File: src/rtl/ex_muldiv_seq.sv
// ---------------------------------------------------------------------------
// ex_muldiv_seq
//   Sequencer for the EX-stage multi-cycle unit. Accepts one MUL/DIV op from
//   EX, runs a MUL_LAT-cycle multiplier or a radix-2 restoring divider (one
//   quotient bit per cycle), and returns a registered 32-bit result with a
//   one-cycle done pulse. Drives EX's multi-cycle stall term and honours
//   pipeline flush.
//
// Ports
//   clk        clock
//   rst_n      synchronous, active-low reset
//   flush      EX flush; kills any in-flight op, blocks accept
//   req_valid  EX holds a MUL/DIV op (held stable while stall=1)
//   req_op     0 MUL_W, 1 MULH_W, 2 MULH_WU, 3 DIV_W, 4 MOD_W,
//              5 DIV_WU, 6 MOD_WU, 7 reserved
//   src_a      forwarded rj value
//   src_b      forwarded rk value
//   stall      combinational: req_valid & ~flush & ~done
//   done       registered one-cycle pulse, result valid this cycle
//   result     registered result, held until the next done
//   busy       unit is not idle
// ---------------------------------------------------------------------------
module ex_muldiv_seq #(
  parameter int MUL_LAT  = 2,
  parameter int DIV_ITER = 32
) (
  input  logic        clk,
  input  logic        rst_n,
  input  logic        flush,
  input  logic        req_valid,
  input  logic [2:0]  req_op,
  input  logic [31:0] src_a,
  input  logic [31:0] src_b,
  output logic        stall,
  output logic        done,
  output logic [31:0] result,
  output logic        busy
);

  localparam int CNT_MAX = (DIV_ITER > MUL_LAT) ? DIV_ITER : MUL_LAT;
  localparam int CNT_W   = (CNT_MAX > 1) ? $clog2(CNT_MAX) : 1;

  localparam logic [2:0] OP_MUL_W   = 3'd0;
  localparam logic [2:0] OP_MULH_W  = 3'd1;
  localparam logic [2:0] OP_MULH_WU = 3'd2;
  localparam logic [2:0] OP_DIV_W   = 3'd3;
  localparam logic [2:0] OP_MOD_W   = 3'd4;
  localparam logic [2:0] OP_MOD_WU  = 3'd6;
  localparam logic [2:0] OP_RSVD    = 3'd7;

  typedef enum logic [1:0] {
    S_IDLE,
    S_MUL,
    S_DIV,
    S_FIN
  } state_t;

  state_t            state_q, state_d;
  logic [CNT_W-1:0]  cnt_q, cnt_d;
  logic [2:0]        op_q, op_d;
  logic [63:0]       prod_q, prod_d;
  logic [31:0]       rem_q, rem_d;
  logic [31:0]       quo_q, quo_d;
  logic [31:0]       dvs_q, dvs_d;
  logic              quo_neg_q, quo_neg_d;
  logic              rem_neg_q, rem_neg_d;
  logic              done_q, done_d;
  logic [31:0]       result_q, result_d;

  // Request decode, evaluated on the incoming op at accept time.
  logic is_mul_op, is_div_op, is_signed_div, is_rem_op;
  logic div_by_zero, div_ovf, is_special;

  assign is_mul_op     = (req_op <= OP_MULH_WU);
  assign is_div_op     = (req_op >= OP_DIV_W) && (req_op <= OP_MOD_WU);
  assign is_signed_div = (req_op == OP_DIV_W) || (req_op == OP_MOD_W);
  assign is_rem_op     = (req_op == OP_MOD_W) || (req_op == OP_MOD_WU);
  assign div_by_zero   = is_div_op && (src_b == 32'd0);
  assign div_ovf       = is_signed_div && (src_a == 32'h8000_0000) &&
                         (src_b == 32'hFFFF_FFFF);
  assign is_special    = (req_op == OP_RSVD) || div_by_zero || div_ovf;

  // Results that bypass the iterative divider entirely.
  logic [31:0] special_res;

  always_comb begin
    special_res = 32'd0;
    if (div_by_zero) begin
      special_res = is_rem_op ? src_a : 32'hFFFF_FFFF;
    end else if (div_ovf) begin
      special_res = is_rem_op ? 32'd0 : 32'h8000_0000;
    end
  end

  // Only MULH_W treats its operands as signed. The low word is the same for
  // either signedness, so MUL_W uses the zero-extended form. Extending to
  // 64 bits makes a plain unsigned multiply give the correct 64-bit product.
  logic        mul_sext;
  logic [63:0] mul_a_ext, mul_b_ext, mul_prod;

  assign mul_sext  = (req_op == OP_MULH_W);
  assign mul_a_ext = {{32{mul_sext & src_a[31]}}, src_a};
  assign mul_b_ext = {{32{mul_sext & src_b[31]}}, src_b};
  assign mul_prod  = mul_a_ext * mul_b_ext;

  // Signed divides run on magnitudes; sign is restored when the result loads.
  logic [31:0] a_mag, b_mag;

  assign a_mag = (is_signed_div && src_a[31]) ? -src_a : src_a;
  assign b_mag = (is_signed_div && src_b[31]) ? -src_b : src_b;

  // One restoring-division step: shift the next dividend bit into the partial
  // remainder and subtract the divisor. A borrow (bit 32) means restore.
  logic [32:0] div_shift, div_diff;
  logic [31:0] div_rem_nxt, div_quo_nxt, quo_fix, rem_fix;

  assign div_shift   = {rem_q, quo_q[31]};
  assign div_diff    = div_shift - {1'b0, dvs_q};
  assign div_rem_nxt = div_diff[32] ? div_shift[31:0] : div_diff[31:0];
  assign div_quo_nxt = {quo_q[30:0], ~div_diff[32]};
  assign quo_fix     = quo_neg_q ? -div_quo_nxt : div_quo_nxt;
  assign rem_fix     = rem_neg_q ? -div_rem_nxt : div_rem_nxt;

  // Next-state and datapath. Flush, or EX dropping req_valid mid-op,
  // abandons the operation without a done pulse and leaves result untouched.
  always_comb begin
    state_d   = state_q;
    cnt_d     = cnt_q;
    op_d      = op_q;
    prod_d    = prod_q;
    rem_d     = rem_q;
    quo_d     = quo_q;
    dvs_d     = dvs_q;
    quo_neg_d = quo_neg_q;
    rem_neg_d = rem_neg_q;
    result_d  = result_q;

    case (state_q)
      S_IDLE: begin
        if (req_valid && !flush) begin
          op_d = req_op;
          if (is_mul_op) begin
            prod_d  = mul_prod;
            cnt_d   = CNT_W'(MUL_LAT - 1);
            state_d = S_MUL;
          end else if (is_special) begin
            result_d = special_res;
            state_d  = S_FIN;
          end else begin
            rem_d     = 32'd0;
            quo_d     = a_mag;
            dvs_d     = b_mag;
            quo_neg_d = is_signed_div && (src_a[31] ^ src_b[31]);
            rem_neg_d = is_signed_div && src_a[31];
            cnt_d     = CNT_W'(DIV_ITER - 1);
            state_d   = S_DIV;
          end
        end
      end

      S_MUL: begin
        if (flush || !req_valid) begin
          state_d = S_IDLE;
        end else if (cnt_q == '0) begin
          result_d = (op_q == OP_MUL_W) ? prod_q[31:0] : prod_q[63:32];
          state_d  = S_FIN;
        end else begin
          cnt_d = cnt_q - CNT_W'(1);
        end
      end

      S_DIV: begin
        if (flush || !req_valid) begin
          state_d = S_IDLE;
        end else begin
          rem_d = div_rem_nxt;
          quo_d = div_quo_nxt;
          if (cnt_q == '0) begin
            result_d = ((op_q == OP_MOD_W) || (op_q == OP_MOD_WU)) ? rem_fix : quo_fix;
            state_d  = S_FIN;
          end else begin
            cnt_d = cnt_q - CNT_W'(1);
          end
        end
      end

      // The op still on req_valid here is the one just finished; EX advances
      // this cycle, so it must not be accepted again.
      S_FIN: begin
        state_d = S_IDLE;
      end

      default: begin
        state_d = S_IDLE;
      end
    endcase

    done_d = (state_d == S_FIN);
  end

  always_ff @(posedge clk) begin
    if (!rst_n) begin
      state_q   <= S_IDLE;
      cnt_q     <= '0;
      op_q      <= 3'd0;
      prod_q    <= 64'd0;
      rem_q     <= 32'd0;
      quo_q     <= 32'd0;
      dvs_q     <= 32'd0;
      quo_neg_q <= 1'b0;
      rem_neg_q <= 1'b0;
      done_q    <= 1'b0;
      result_q  <= 32'd0;
    end else begin
      state_q   <= state_d;
      cnt_q     <= cnt_d;
      op_q      <= op_d;
      prod_q    <= prod_d;
      rem_q     <= rem_d;
      quo_q     <= quo_d;
      dvs_q     <= dvs_d;
      quo_neg_q <= quo_neg_d;
      rem_neg_q <= rem_neg_d;
      done_q    <= done_d;
      result_q  <= result_d;
    end
  end

  assign stall  = req_valid & ~flush & ~done_q;
  assign done   = done_q;
  assign result = result_q;
  assign busy   = (state_q != S_IDLE);

endmodule
File: config.mk
export PLATFORM = sky130hd
export DESIGN_NAME = ex_muldiv_seq
export DESIGN_NICKNAME = d
export VERILOG_FILES = /design/src/rtl/ex_muldiv_seq.sv
export SDC_FILE = /design/constraint.sdc
export NUM_CORES = 2
export LEC_CHECK = 0
export CAP_MARGIN = 30
export CORE_ASPECT_RATIO = 1.5
export CORE_UTILIZATION = 55
export CTS_CLUSTER_SIZE = 28
export DETAILED_ROUTE_END_ITERATION = 12
export PLACE_DENSITY = 0.74
export SETUP_SLACK_MARGIN = 0.1
export SLEW_MARGIN = 10
export SYNTH_ARGS = -nofsm -noshare
export SYNTH_HDL_FRONTEND = slang
export SYNTH_SLANG_ARGS = --single-unit
File: constraint.sdc
create_clock -name clk -period 10.17 [get_ports clk]
set_clock_uncertainty 0.15 [all_clocks]
set_input_delay 1.017 -clock clk [delete_from_list [all_inputs] [get_ports clk]]
set_output_delay 1.017 -clock clk [all_outputs]
set_load 0.02 [all_outputs]
==> summary.txt <==
Clock tree
  • Post-CTS sizing: 0
  • Root buffer cell: clkbuf_16
  • H-tree levels: 1
  • CTS sink cnt: 205
  • Worst-Skew Late Latency: 0.54 ns
  • Clock Path Buffers: 3
  • Post-CTS setup buffers: 0
  • Cts hold-fix bufs: 0
  • Clock-pin transition on the worst setup and hold timing paths: 0.08 ns
  • Num CTS Buffers: 21
  • CTS tree: yes

Die
  • Total die area: 0.0968 sq mm
  • Initial core utilization: 0.556
  • Core area: 0.0944 sq mm
  • Core Rows: 138
  • Die Span X: 254 um
  • Top Ports: 106
  • Die Span Y: 381 um

Logic synthesis
  • Area leader, netlist: fa_1
  • Seq/Total Area, Yosys: 0.0781
  • #FFs+latches synth: 205
  • Synthesized area: 0.0526 sq mm
  • Number of synthesized flops with an enable pin: 0
  • Distinct cell type count after synthesis: 94
  • Post-synth top cells: 1187 x inv_1, 1126 x fa_1, 1053 x nand2_1
  • Syn Inst Count: 6227
  • Asr flop ratio synth: 0
  • Top FF cell, synth: dfxtp_1
  • Post-synth top area share: 0.429
  • Post-Syn Area per Cell: 8.44 sq um
  • Post-Synthesis Net Count: 7680
  • Main area contributors after synthesis: fa_1 43%, inv_1 8.5%, dfxtp_1 7.8%
  • Count leader, synth: inv_1
  • Synthesis warning total: 0

Final layout
  • Fraction of layout cells with a size suffix above 1: 0.0534
  • # fillers: 8236
  • Reg area: 0.00410 sq mm
  • Area of the multi-input gates: 0.0424 sq mm
  • Area delta synth->final: 5.89%
  • Final nets: 7577

Drt
  • Post-route antenna net violation count: 0
  • Detailed Route Iter0 Violations: 4105
  • DR WL/cell: 23.4 um
  • Vias: 44238
  • DRT Pass-1 Iters: 6
  • DRC Markers: 0
  • Overall routed net length: 174000 um
  • Vias per inst: 5.97

Run
  • Max Cap Viol: 0

Timing
  • Tcrit/Tclk final: 0.918
  • Relative slew slack: 0.320
  • Setup violators final: 0
  • Final Hold Viols: 0
  • Max Slew Vio Count: 0
  • Setup tns final: 0 ns
  • Final setup margin: 0.837 ns
  • Worst-Margin Slew: 1.02 ns
  • WHS: 0.307 ns
  • RSZ-0062 raised after global routing: false
  • Minimum clock period: 9.33 ns
  • FMAX: 107 MHz

Placed design
  • Port Buffers: 105
  • Worst slack, placed: 0.322 ns
  • Routability cong.: 1.00
  • Hpwl dp: 138000 um

GRT
  • Initial antenna violation count: 10
  • GRT Total Usage: 0.368
  • Largest net degree at the start of global routing: 102
  • First-pass GRT wire length: 268000 um
  • Gr ovfl total: 0
  • Vias in the first global route: 47121

Setup path
  • WP data required: 10.42 ns
  • Crit end category: flip-flop
  • Reg2Reg Launch Point: quo_q[31]
  • Setup CP Type: in2reg
  • CP Launch Point: src_b[4]
  • Max Fanout on Critical Path: 9
  • Element type at the critical path start: primary input
  • Crit path DAT: 9.58 ns

Min path
  • Hold Crit Class: reg2reg
  • HP Start: prod_q[29]

Run status
  • Status: finished, final reports clean
[cells by family (layout without fill, tap and decap cells)]
family          count (synthesis)  count (layout)  synth area share
flops                         205             205            0.0781
buf+inv                      1595            1506             0.116
xor+xnor                      196             196            0.0327
fa+ha+maj                    1382            1382             0.490
simple gates                 1981            1981             0.173
mux                            68              68            0.0135
other cells                     0              14                 0
compound gates                800             800            0.0970
[per-stage QoR]
step	area, sq um	cells	util
after CTS	55500	7393	0.588
after floorplan	52600	6227	-
after global routing	55600	7400	0.589
after global placement	54800	7355	0.580
final	55700	7412	0.589
after detailed placement	54800	7356	0.580
[placed cells by master, fill, tap and decap left out, types with 82 or more instances in the layout]
cell type  netlist  routed
a21oi_1        244     244
and2_1         332     332
buf_4            4     160
dfxtp_1        205     205
fa_1          1126    1126
ha_1           256     254
inv_1         1187    1187
nand2_1       1053    1053
nor2_1         255     253
o21ai_0        178     178
xnor2_1        114     114
xor2_1          82      82
[critical path, cell delays in order]
cell	delay [ns]
clkdlybuf4s50_1	0.83
buf_4	0.23
nand2_1	0.07
fa_1	0.45
fa_1	0.52
inv_1	0.05
fa_1	0.50
fa_1	0.48
fa_1	0.52
fa_1	0.55
inv_1	0.05
fa_1	0.47
inv_1	0.05
fa_1	0.46
ha_1	0.37
a21o_1	0.20
a21o_1	0.18
a2111oi_0	0.60
o32a_1	0.36
o21a_1	0.22
a21o_1	0.18
a31oi_1	0.13
a311oi_1	0.29
buf_4	0.18
o21ai_0	0.11
a41oi_1	0.25
xor2_1	0.16
o21ai_0	0.08
[area by class of cell]
type,instances,area share
sequential,205,0.0737
tap,1260,0.0283
clock inverter,12,0.00313
timing repair buffer,279,0.0415
inverter,1190,0.0804
antenna,14,0.000629
multi-input combinational,4427,0.762
clock buffer,25,0.00989
[registers in the layout (all words and copies together) (netlist names)]
signal,cells
cnt_q,5
done,1
dvs_q,32
op_q,3
prod_q,64
quo_neg_q,1
quo_q,32
rem_neg_q,1
rem_q,32
result,32
state_q,2
[path summary, 6_finish.rpt]
check	cells past startpoint	slack, ns	end
setup / recovery	28	0.84	prod_q[58]
hold / removal	2	0.31	prod_q[29]
setup reg to reg	21	3.64	result[6]
hold reg to reg	2	0.31	prod_q[29]
[routing by layer]
metal | track usage | vias up | share of wire | wire length, um
met5 | 0 | - | 0 | 0
met1 | 0.414 | 22147 | 0.33 | 57200
met4 | 0.294 | 0 | 0.097 | 16800
li1 | - | 18831 | - | -
met3 | 0.0671 | 807 | 0.095 | 16400
met2 | 0.609 | 2453 | 0.48 | 83300
Power is not shown: default switching activity piles up to over one toggle a cycle in this logic, so the estimate is an artifact.
